--- config.mk ---
export PLATFORM = sky130hd
export DESIGN_NAME = hack_cpu_ctrl
export DESIGN_NICKNAME = d
export VERILOG_FILES = /design/src/rtl/hack_cpu_ctrl_pkg.sv /design/src/rtl/hack_cpu_ctrl_jump.sv /design/src/rtl/hack_cpu_ctrl.sv
export SDC_FILE = /design/constraint.sdc
export NUM_CORES = 1
export LEC_CHECK = 0
export ABC_AREA = 1
export CAP_MARGIN = 20
export CORE_UTILIZATION = 38
export CTS_CLUSTER_DIAMETER = 150
export DETAILED_ROUTE_END_ITERATION = 10
export DONT_BUFFER_PORTS = 1
export MAX_ROUTING_LAYER = met4
export PLACE_DENSITY_LB_ADDON = 0.2
export RECOVER_POWER = 25
export SLEW_MARGIN = 20
export SYNTH_ARGS = -nofsm -noshare
export SYNTH_HDL_FRONTEND = slang
export SYNTH_SLANG_ARGS = --single-unit
--- constraint.sdc ---
create_clock -name clk -period 3.1 [get_ports clk]
set_input_delay 0.62 -clock clk [delete_from_list [all_inputs] [get_ports clk]]
set_output_delay 0.62 -clock clk [all_outputs]
set_load 0.02 [all_outputs]
--- src/rtl/hack_cpu_ctrl_pkg.sv ---
// Shared definitions for the Hack CPU controller.
// Holds the control FSM state encoding, the bit positions of the
// instruction fields (a, c[5:0], d[2:0], j[2:0]), the 6-bit ALU control
// words {zx,nx,zy,ny,f,no} and a program-counter increment helper.
package hack_cpu_ctrl_pkg;

  typedef enum logic [1:0] {
    ST_FETCH  = 2'd0,
    ST_DECODE = 2'd1,
    ST_MREAD  = 2'd2,
    ST_EXEC   = 2'd3
  } state_e;

  // Instruction field positions
  localparam int IR_CI   = 15;  // 1 = C-instruction, 0 = A-instruction
  localparam int IR_A    = 12;  // ALU y operand: 1 = M, 0 = A
  localparam int IR_C_HI = 11;  // comp field c[5:0] = IR[11:6]
  localparam int IR_C_LO = 6;
  localparam int IR_D_A  = 5;   // dest A
  localparam int IR_D_D  = 4;   // dest D
  localparam int IR_D_M  = 3;   // dest M (memory write)
  localparam int IR_J_HI = 2;   // jump field j[2:0] = {lt, eq, gt}
  localparam int IR_J_LO = 0;

  // ALU control words {zx,nx,zy,ny,f,no}
  localparam logic [5:0] ALU_ZERO     = 6'b101010;
  localparam logic [5:0] ALU_ONE      = 6'b111111;
  localparam logic [5:0] ALU_NEG_ONE  = 6'b111010;
  localparam logic [5:0] ALU_X        = 6'b001100;
  localparam logic [5:0] ALU_Y        = 6'b110000;
  localparam logic [5:0] ALU_NOT_X    = 6'b001101;
  localparam logic [5:0] ALU_NOT_Y    = 6'b110001;
  localparam logic [5:0] ALU_X_PLUS1  = 6'b011111;
  localparam logic [5:0] ALU_Y_PLUS1  = 6'b110111;
  localparam logic [5:0] ALU_X_MINUS1 = 6'b001110;
  localparam logic [5:0] ALU_Y_MINUS1 = 6'b110010;
  localparam logic [5:0] ALU_X_PLUS_Y = 6'b000010;
  localparam logic [5:0] ALU_X_AND_Y  = 6'b000000;
  localparam logic [5:0] ALU_X_OR_Y   = 6'b010101;

  // 15-bit increment; wraps 0x7FFF -> 0x0000 by width.
  function automatic logic [14:0] pc_inc(input logic [14:0] pc);
    return pc + 15'd1;
  endfunction

endpackage

--- src/rtl/hack_cpu_ctrl_jump.sv ---
// hack_jump_unit: evaluates the Hack jump condition from the ALU result.
// Ports:
//   alu_out_i  [15:0] ALU result of the executing C-instruction
//   jmp_i      [2:0]  jump field {lt, eq, gt}
//   jump_o            1 when the program counter must load A
module hack_jump_unit (
  input  logic [15:0] alu_out_i,
  input  logic [2:0]  jmp_i,
  output logic        jump_o
);

  logic zr;
  logic ng;

  assign zr     = (alu_out_i == 16'h0000);
  assign ng     = alu_out_i[15];
  assign jump_o = (jmp_i[2] & ng) | (jmp_i[1] & zr) | (jmp_i[0] & ~zr & ~ng);

endmodule

--- src/rtl/hack_cpu_ctrl.sv ---
// hack_cpu_ctrl: multi-cycle control unit for a Hack CPU with an external ALU.
// FSM FETCH -> DECODE -> [MREAD] -> EXEC; A-instructions retire in DECODE.
// Ports:
//   clk, rst_n                      clock, asynchronous active-low reset
//   imem_req/imem_addr/imem_data/imem_ack   instruction fetch handshake
//   dmem_addr/dmem_wdata/dmem_we/dmem_rdata data memory (read data one cycle
//                                           after the address)
//   alu_x/alu_y/alu_signal/alu_out/alu_cout external ALU (carry ignored)
//   pc                              current program counter
//   halted                          self-jump halt flag
// Build option: define HACK_CTRL_HALT_EN to stop on a C-instruction that
// jumps to its own address; otherwise halted is tied low.
module hack_cpu_ctrl
  import hack_cpu_ctrl_pkg::*;
(
  input  logic        clk,
  input  logic        rst_n,
  output logic        imem_req,
  output logic [14:0] imem_addr,
  input  logic [15:0] imem_data,
  input  logic        imem_ack,
  output logic [14:0] dmem_addr,
  output logic [15:0] dmem_wdata,
  output logic        dmem_we,
  input  logic [15:0] dmem_rdata,
  output logic [15:0] alu_x,
  output logic [15:0] alu_y,
  output logic [5:0]  alu_signal,
  input  logic [15:0] alu_out,
  input  logic        alu_cout,
  output logic [14:0] pc,
  output logic        halted
);

  state_e      state_q, state_d;
  logic [14:0] pc_q, pc_d;
  logic [15:0] a_q, a_d;
  logic [15:0] d_q, d_d;
  logic [15:0] m_q, m_d;
  logic [15:0] ir_q, ir_d;
  logic        halted_q;
  logic        jump;
  logic        unused_cout;

  assign unused_cout = alu_cout;

  hack_jump_unit u_jump (
    .alu_out_i (alu_out),
    .jmp_i     (ir_q[IR_J_HI:IR_J_LO]),
    .jump_o    (jump)
  );

  // State register
  always_ff @(posedge clk or negedge rst_n) begin
    if (!rst_n) begin
      state_q <= ST_FETCH;
      pc_q    <= 15'h0000;
      a_q     <= 16'h0000;
      d_q     <= 16'h0000;
      m_q     <= 16'h0000;
      ir_q    <= 16'h0000;
    end else begin
      state_q <= state_d;
      pc_q    <= pc_d;
      a_q     <= a_d;
      d_q     <= d_d;
      m_q     <= m_d;
      ir_q    <= ir_d;
    end
  end

`ifdef HACK_CTRL_HALT_EN
  logic halted_d;
  // Self-jump compares against the pre-write A, same as the jump target.
  assign halted_d = halted_q | ((state_q == ST_EXEC) && jump && (a_q[14:0] == pc_q));

  always_ff @(posedge clk or negedge rst_n) begin
    if (!rst_n) halted_q <= 1'b0;
    else        halted_q <= halted_d;
  end
`else
  assign halted_q = 1'b0;
`endif

  // Next-state and datapath register updates
  always_comb begin
    state_d = state_q;
    pc_d    = pc_q;
    a_d     = a_q;
    d_d     = d_q;
    m_d     = m_q;
    ir_d    = ir_q;
    case (state_q)
      ST_FETCH: begin
        if (!halted_q && imem_ack) begin
          ir_d    = imem_data;
          state_d = ST_DECODE;
        end
      end
      ST_DECODE: begin
        if (!ir_q[IR_CI]) begin
          a_d     = {1'b0, ir_q[14:0]};
          pc_d    = pc_inc(pc_q);
          state_d = ST_FETCH;
        end else begin
          state_d = ir_q[IR_A] ? ST_MREAD : ST_EXEC;
        end
      end
      ST_MREAD: begin
        m_d     = dmem_rdata;
        state_d = ST_EXEC;
      end
      ST_EXEC: begin
        if (ir_q[IR_D_D]) d_d = alu_out;
        if (ir_q[IR_D_A]) a_d = alu_out;
        // Jump target is the A value the instruction started with.
        pc_d    = jump ? a_q[14:0] : pc_inc(pc_q);
        state_d = ST_FETCH;
      end
      default: state_d = ST_FETCH;
    endcase
  end

  // Outputs
  always_comb begin
    imem_req   = 1'b0;
    imem_addr  = 15'h0000;
    dmem_addr  = 15'h0000;
    dmem_wdata = 16'h0000;
    dmem_we    = 1'b0;
    alu_x      = 16'h0000;
    alu_y      = 16'h0000;
    alu_signal = 6'b000000;
    case (state_q)
      ST_FETCH: begin
        // Gated by rst_n so no fetch is requested while reset is held.
        imem_req  = rst_n & ~halted_q;
        imem_addr = pc_q;
      end
      ST_DECODE: begin
        if (ir_q[IR_CI]) dmem_addr = a_q[14:0];
      end
      ST_MREAD: begin
        dmem_addr = a_q[14:0];
      end
      ST_EXEC: begin
        alu_x      = d_q;
        alu_y      = ir_q[IR_A] ? m_q : a_q;
        alu_signal = ir_q[IR_C_HI:IR_C_LO];
        dmem_addr  = a_q[14:0];
        if (ir_q[IR_D_M]) begin
          dmem_we    = 1'b1;
          dmem_wdata = alu_out;
        end
      end
      default: ;
    endcase
  end

  assign pc     = pc_q;
  assign halted = halted_q;

endmodule

* After elaboration in Yosys (flattened, before gate mapping) *
Index checks and enable logic that the tools add are counted.

word-level totals
  register bits = 81
  bits in latches = 0
  bits in writable memories = 0
  bits in read-only memories = 0
  output and inout bits = 102
  logic and storage cells = 51
  memories = 0

operators by class
  $add $sub $neg = 1
  multiply operators = 0
  divide/modulo/power cells = 0
  order comparisons = 0
  equal/unequal tests = 6
  shift-type cells = 0
  multiplexer cells = 22
  bitwise logic cells = 8
  reductions and logical operators = 8

operators by type and width
  kind                   number
  $mux 16                7
  $mux 15                4
  $pmux 15 s2            2
  $pmux 16 s2            1
  $logic_not 16->1       1
  $add 15x1->15 const B  1
  $pmux 2 s4             1
  $mux 6                 1
  $ne 2x2->1 const B     3
  $reduce_and 2->1       3
  $and 1x1->1            4
  $eq 2x2->1 const B     2
  $mux 1                 4
  $mux 2                 2
  $reduce_and 3->1       1
  $eq 2x1->1 const B     1
  $logic_not 2->1        1
  $not 1->1              2
  $or 1x1->1             2
  $reduce_bool 2->1      1
  $reduce_or 2->1        1

* Depth between registers and ports, before layout *
  word-level depth = 7
  mapped depth = 11
  mapped depth without buffers = 10

* Hierarchy *
Synthesis repeated with hierarchy kept, for this count alone.

second synthesis, totals
  cells, all modules = 560
  area, all modules = 4,357.9 µm²

modules (own cells, without submodules)
  module          instances  cells each  area an instance (µm²)  sequential area each (µm²)
  hack_cpu_ctrl   1          539         4,266.6                 2,026.9
  hack_jump_unit  1          21          91.3                    0.0

* Least setup slack after synthesis *
Ideal clock, no wire load.

  path type = flip-flop to output port
  from = register with a tool-made name
  to = output alu_y[0]
  arrival time = 1.354 ns
  path slack = 1.126 ns
  cell stages (with the launch flop) = 7
  buffers on the path = 2
  cell sequence = dfrtp_1 -> buf_4 -> nand2_2 -> clkinv_2 -> clkbuf_1 -> o21ai_0 -> a21oi_1

RTL lines
  element           line                 source
  end: declaration  hack_cpu_ctrl.sv:27  output logic [15:0] alu_y,

==> run_results.csv <==
group,metric,value,unit
grt,grt_pass1_wl,18240,microns
drt,first_pass_iters,5,
pwr,p_leak,0.002321,uW
worst_setup_path,r2r_cells,5,
sta,final-hold-violation-count,0,
finish,regArea,0.002027,sq mm
synthesis,synth.net_count,616,
job,max_cap_viol_count,1,
clock_network,cts_tree,"yes",
worst_setup_path,r2r_slack,0.98,ns
sta,min_period_over_period,0.8389,
finish,diodes,0,
outcome,status,"finished, violations left",
placement,place_hpwl,8847,microns
drt,ant_nets,0,
sta,max_slew_margin,-0.3717,
clock_network,cts_setup_buffers,0,
floorplanning,die_w,109.6,microns
floorplanning,io_pins,154,
pwr,p_clk_frac,0.164,
floorplanning,start_util,0.3969,
sta,fin_crit,2.601,ns
pwr,ir_drop,0.0004281,V
grt,grt.overflow.total,0,
placement,io_buffers,0,
sta,clock_skew,0.005123,ns
worst_setup_path,required,2.48,ns
sta,max_freq,0.3845,GHz
clock_network,numCtsBuffers,9,
synthesis,synth_seq_cells,81,
clock_network,cts-root-buf,"clkbuf_16",
floorplanning,die_h,109.6,microns
worst_hold_path,hp-start,"alu_out[12]",
drt,vias,3613,
drt,wl_per_cell,17.17,microns
pwr,combPwrFrac,0.501,
drt,totalWireLength,12110,microns
synthesis,ys.warnings.count,0,
clock_network,clockBufferDepth,2,
pwr,swShare,0.4991,
pwr,switchingPower,3009,uW
grt,grt_max_degree,82,
grt,first_global_vias,3359,
pwr,power_density,1254,mW/mm^2
pwr,seq_power_share,0.335,
drt,drc,0,
synthesis,syn_area,0.004397,sq mm
finish,n_fill_cell,1146,
clock_network,insertion_delay,0.33,ns
pwr,p_int,3020,uW
worst_setup_path,crit_path_end_kind,"output pin",
synthesis,synth_area_per_cell,7.809,sq um
clock_network,path_clk_slew,0.06,ns
sta,worst_slew_pin_slew,2.058,ns
synthesis,syn_inst,563,
sta,grt_setup_unrepaired,"false",
synthesis,ys_seq_area_frac,0.4610,
worst_setup_path,path_class,"flop to output pin",
sta,setup_ws,0.4994,ns
synthesis,synth_cell_types,29,
worst_setup_path,worstPathMaxFanout,47,
worst_setup_path,start_kind,"flop",
sta,finalSetupTns,0,ns
floorplanning,die_area,0.01200,sq mm
placement,dpl_worst_slack,0.8404,ns
floorplanning,core_area,0.01108,sq mm
grt,track_usage,0.2135,
clock_network,cts.repair.resized,0,
grt,antenna_found_initial,0,
finish,drive_above_1_share,0.1257,
sta,finalSetupViolations,0,
finish,multi_input_area,0.001941,sq mm
drt,drt-initial-drc-count,290,
worst_hold_path,hp-class,"primary input to flop",
finish,area_growth,9.306,%
drt,via_per_inst,5.125,
floorplanning,rows,38,
outcome,violations,"max-capacitance violations, max-slew violations",
finish,fin_nets,613,
placement,gp_congestion,0.9116,
worst_setup_path,r2r-end,"d_q[13]$_DFFE_PN0P_",
clock_network,h-tree-depth,3,
clock_network,clock-sinks,81,
worst_setup_path,endpoint,"alu_y[7]",
worst_setup_path,cp.arrival,1.98,ns
sta,slew_viol_final,82,
## cell usage in the layout (no fill, tap or decap), types with 2 or more instances in the layout
master,Yosys,layout
xor2_1,11,11
inv_2,3,3
clkinv_1,2,2
nand2_1,93,93
o21ai_1,13,13
a21oi_1,33,32
buf_4,5,13
clkinv_2,1,4
nand3_1,39,39
o21ai_0,36,36
a21oi_4,2,2
nor2_1,104,104
mux2_2,31,31
dfrtp_1,81,81
nor3_1,6,6
clkbuf_16,0,9
nand2_2,2,2
inv_1,70,70
## sequential cells by signal, summed over array words and instances (netlist names), named ones only
register,cells
pc,15
state_q,1
ir_q,16
m_q,16
a_q,16
d_q,16
## worst min-delay path by stage
stage | to | slack (ns) | cells after the start
5_1_grt | d_q[9]$_DFFE_PN0P_ | 0.42 | 1
3_5_place_dp | d_q[8]$_DFFE_PN0P_ | 0.33 | 0
4_1_cts | d_q[8]$_DFFE_PN0P_ | 0.20 | 1
6_report | d_q[12]$_DFFE_PN0P_ | 0.43 | 1
3_3_place_gp | d_q[9]$_DFFE_PN0P_ | 0.33 | 0
2_1_floorplan | async pin | 0.32 | 0
## repair_timing
item,4_1_cts,5_1_grt
setup endpoints to repair,0,0
hold buffers,1,0
endpoints found under the hold margin,81,0
## synth_stat cells, drive strengths merged
library cell	instances	area share
a21oi	35	0.045
buf	15	0.022
clkbuf	13	0.011
clkinv	3	0.0028
conb	1	0.00085
dfrtp	81	0.46
ha	1	0.0028
inv	73	0.062
mux2	32	0.082
nand2	96	0.085
nand3	40	0.047
nand3b	1	0.0017
nand4	1	0.0014
nor2	104	0.089
nor3	6	0.0068
o21ai	49	0.056
xnor2	1	0.0020
xor2	11	0.022
## per-layer routing
| metal | up-vias | track usage | wire (microns) |
|---|---|---|---|
| met2 | 123 | 0.3270 | 5563 |
| met1 | 1703 | 0.2845 | 5714 |
| li1 | 1771 | - | - |
| met5 | - | - | 0 |
| met3 | 16 | 0.03201 | 633 |
| met4 | 0 | 0.08381 | 193 |
## layout make-up
cell class	instances	share of cell area
Sequential cell	81	0.4218
Multi-Input combinational cell	378	0.4038
Inverter	76	0.05962
Clock buffer	11	0.05051
Tap cell	140	0.03645
Timing Repair Buffer	14	0.02135
Clock inverter	5	0.006509
## metrics by stage
step                utilization  cell area (sq um)  power [uW]  std cells  hold WS, ns
floorplan                     -               4397        4395        563       0.3244
global placement         0.4083               4523        4992        688       0.3270
detailed placement       0.4083               4523        5053        688       0.3269
CTS                      0.4355               4825        6091        705       0.1979
global route             0.4338               4806        6529        705       0.4163
finish                   0.4338               4806        6029        705       0.4271
## power by group through the flow
stage | combinational [uW] | clock [uW] | sequential [uW]
detailed placement | 3020 | 0 | 2040
finish | 3020 | 989 | 2020
global route | 3370 | 1050 | 2100
global placement | 2970 | 0 | 2020
floorplan | 2460 | 0 | 1940
CTS | 3050 | 1020 | 2020
## cells by family (layout without fill, tap and decap cells)
logic type                 count (synthesis)  in the layout  synth area share
xor gates and xnor gates                  12             12           0.02390
DFF                                       81             81            0.4610
AOI/OAI and AO/OA                         84             84            0.1007
adders and majority gates                  1              1          0.002845
muxes                                     32             32           0.08196
and+or+nand+nor                          248            248            0.2302
buffers and inverters                    104            106           0.09846
other                                      1              1         0.0008529
## worst max-delay path, cell delays in order, from the launching register on
cell	delay (ns)
dfrtp_1	0.51
nand2_2	0.11
clkinv_2	0.42
o21ai_0	0.19
a21oi_1	0.42
No activity file was read; power rests on OpenSTA's default activity.
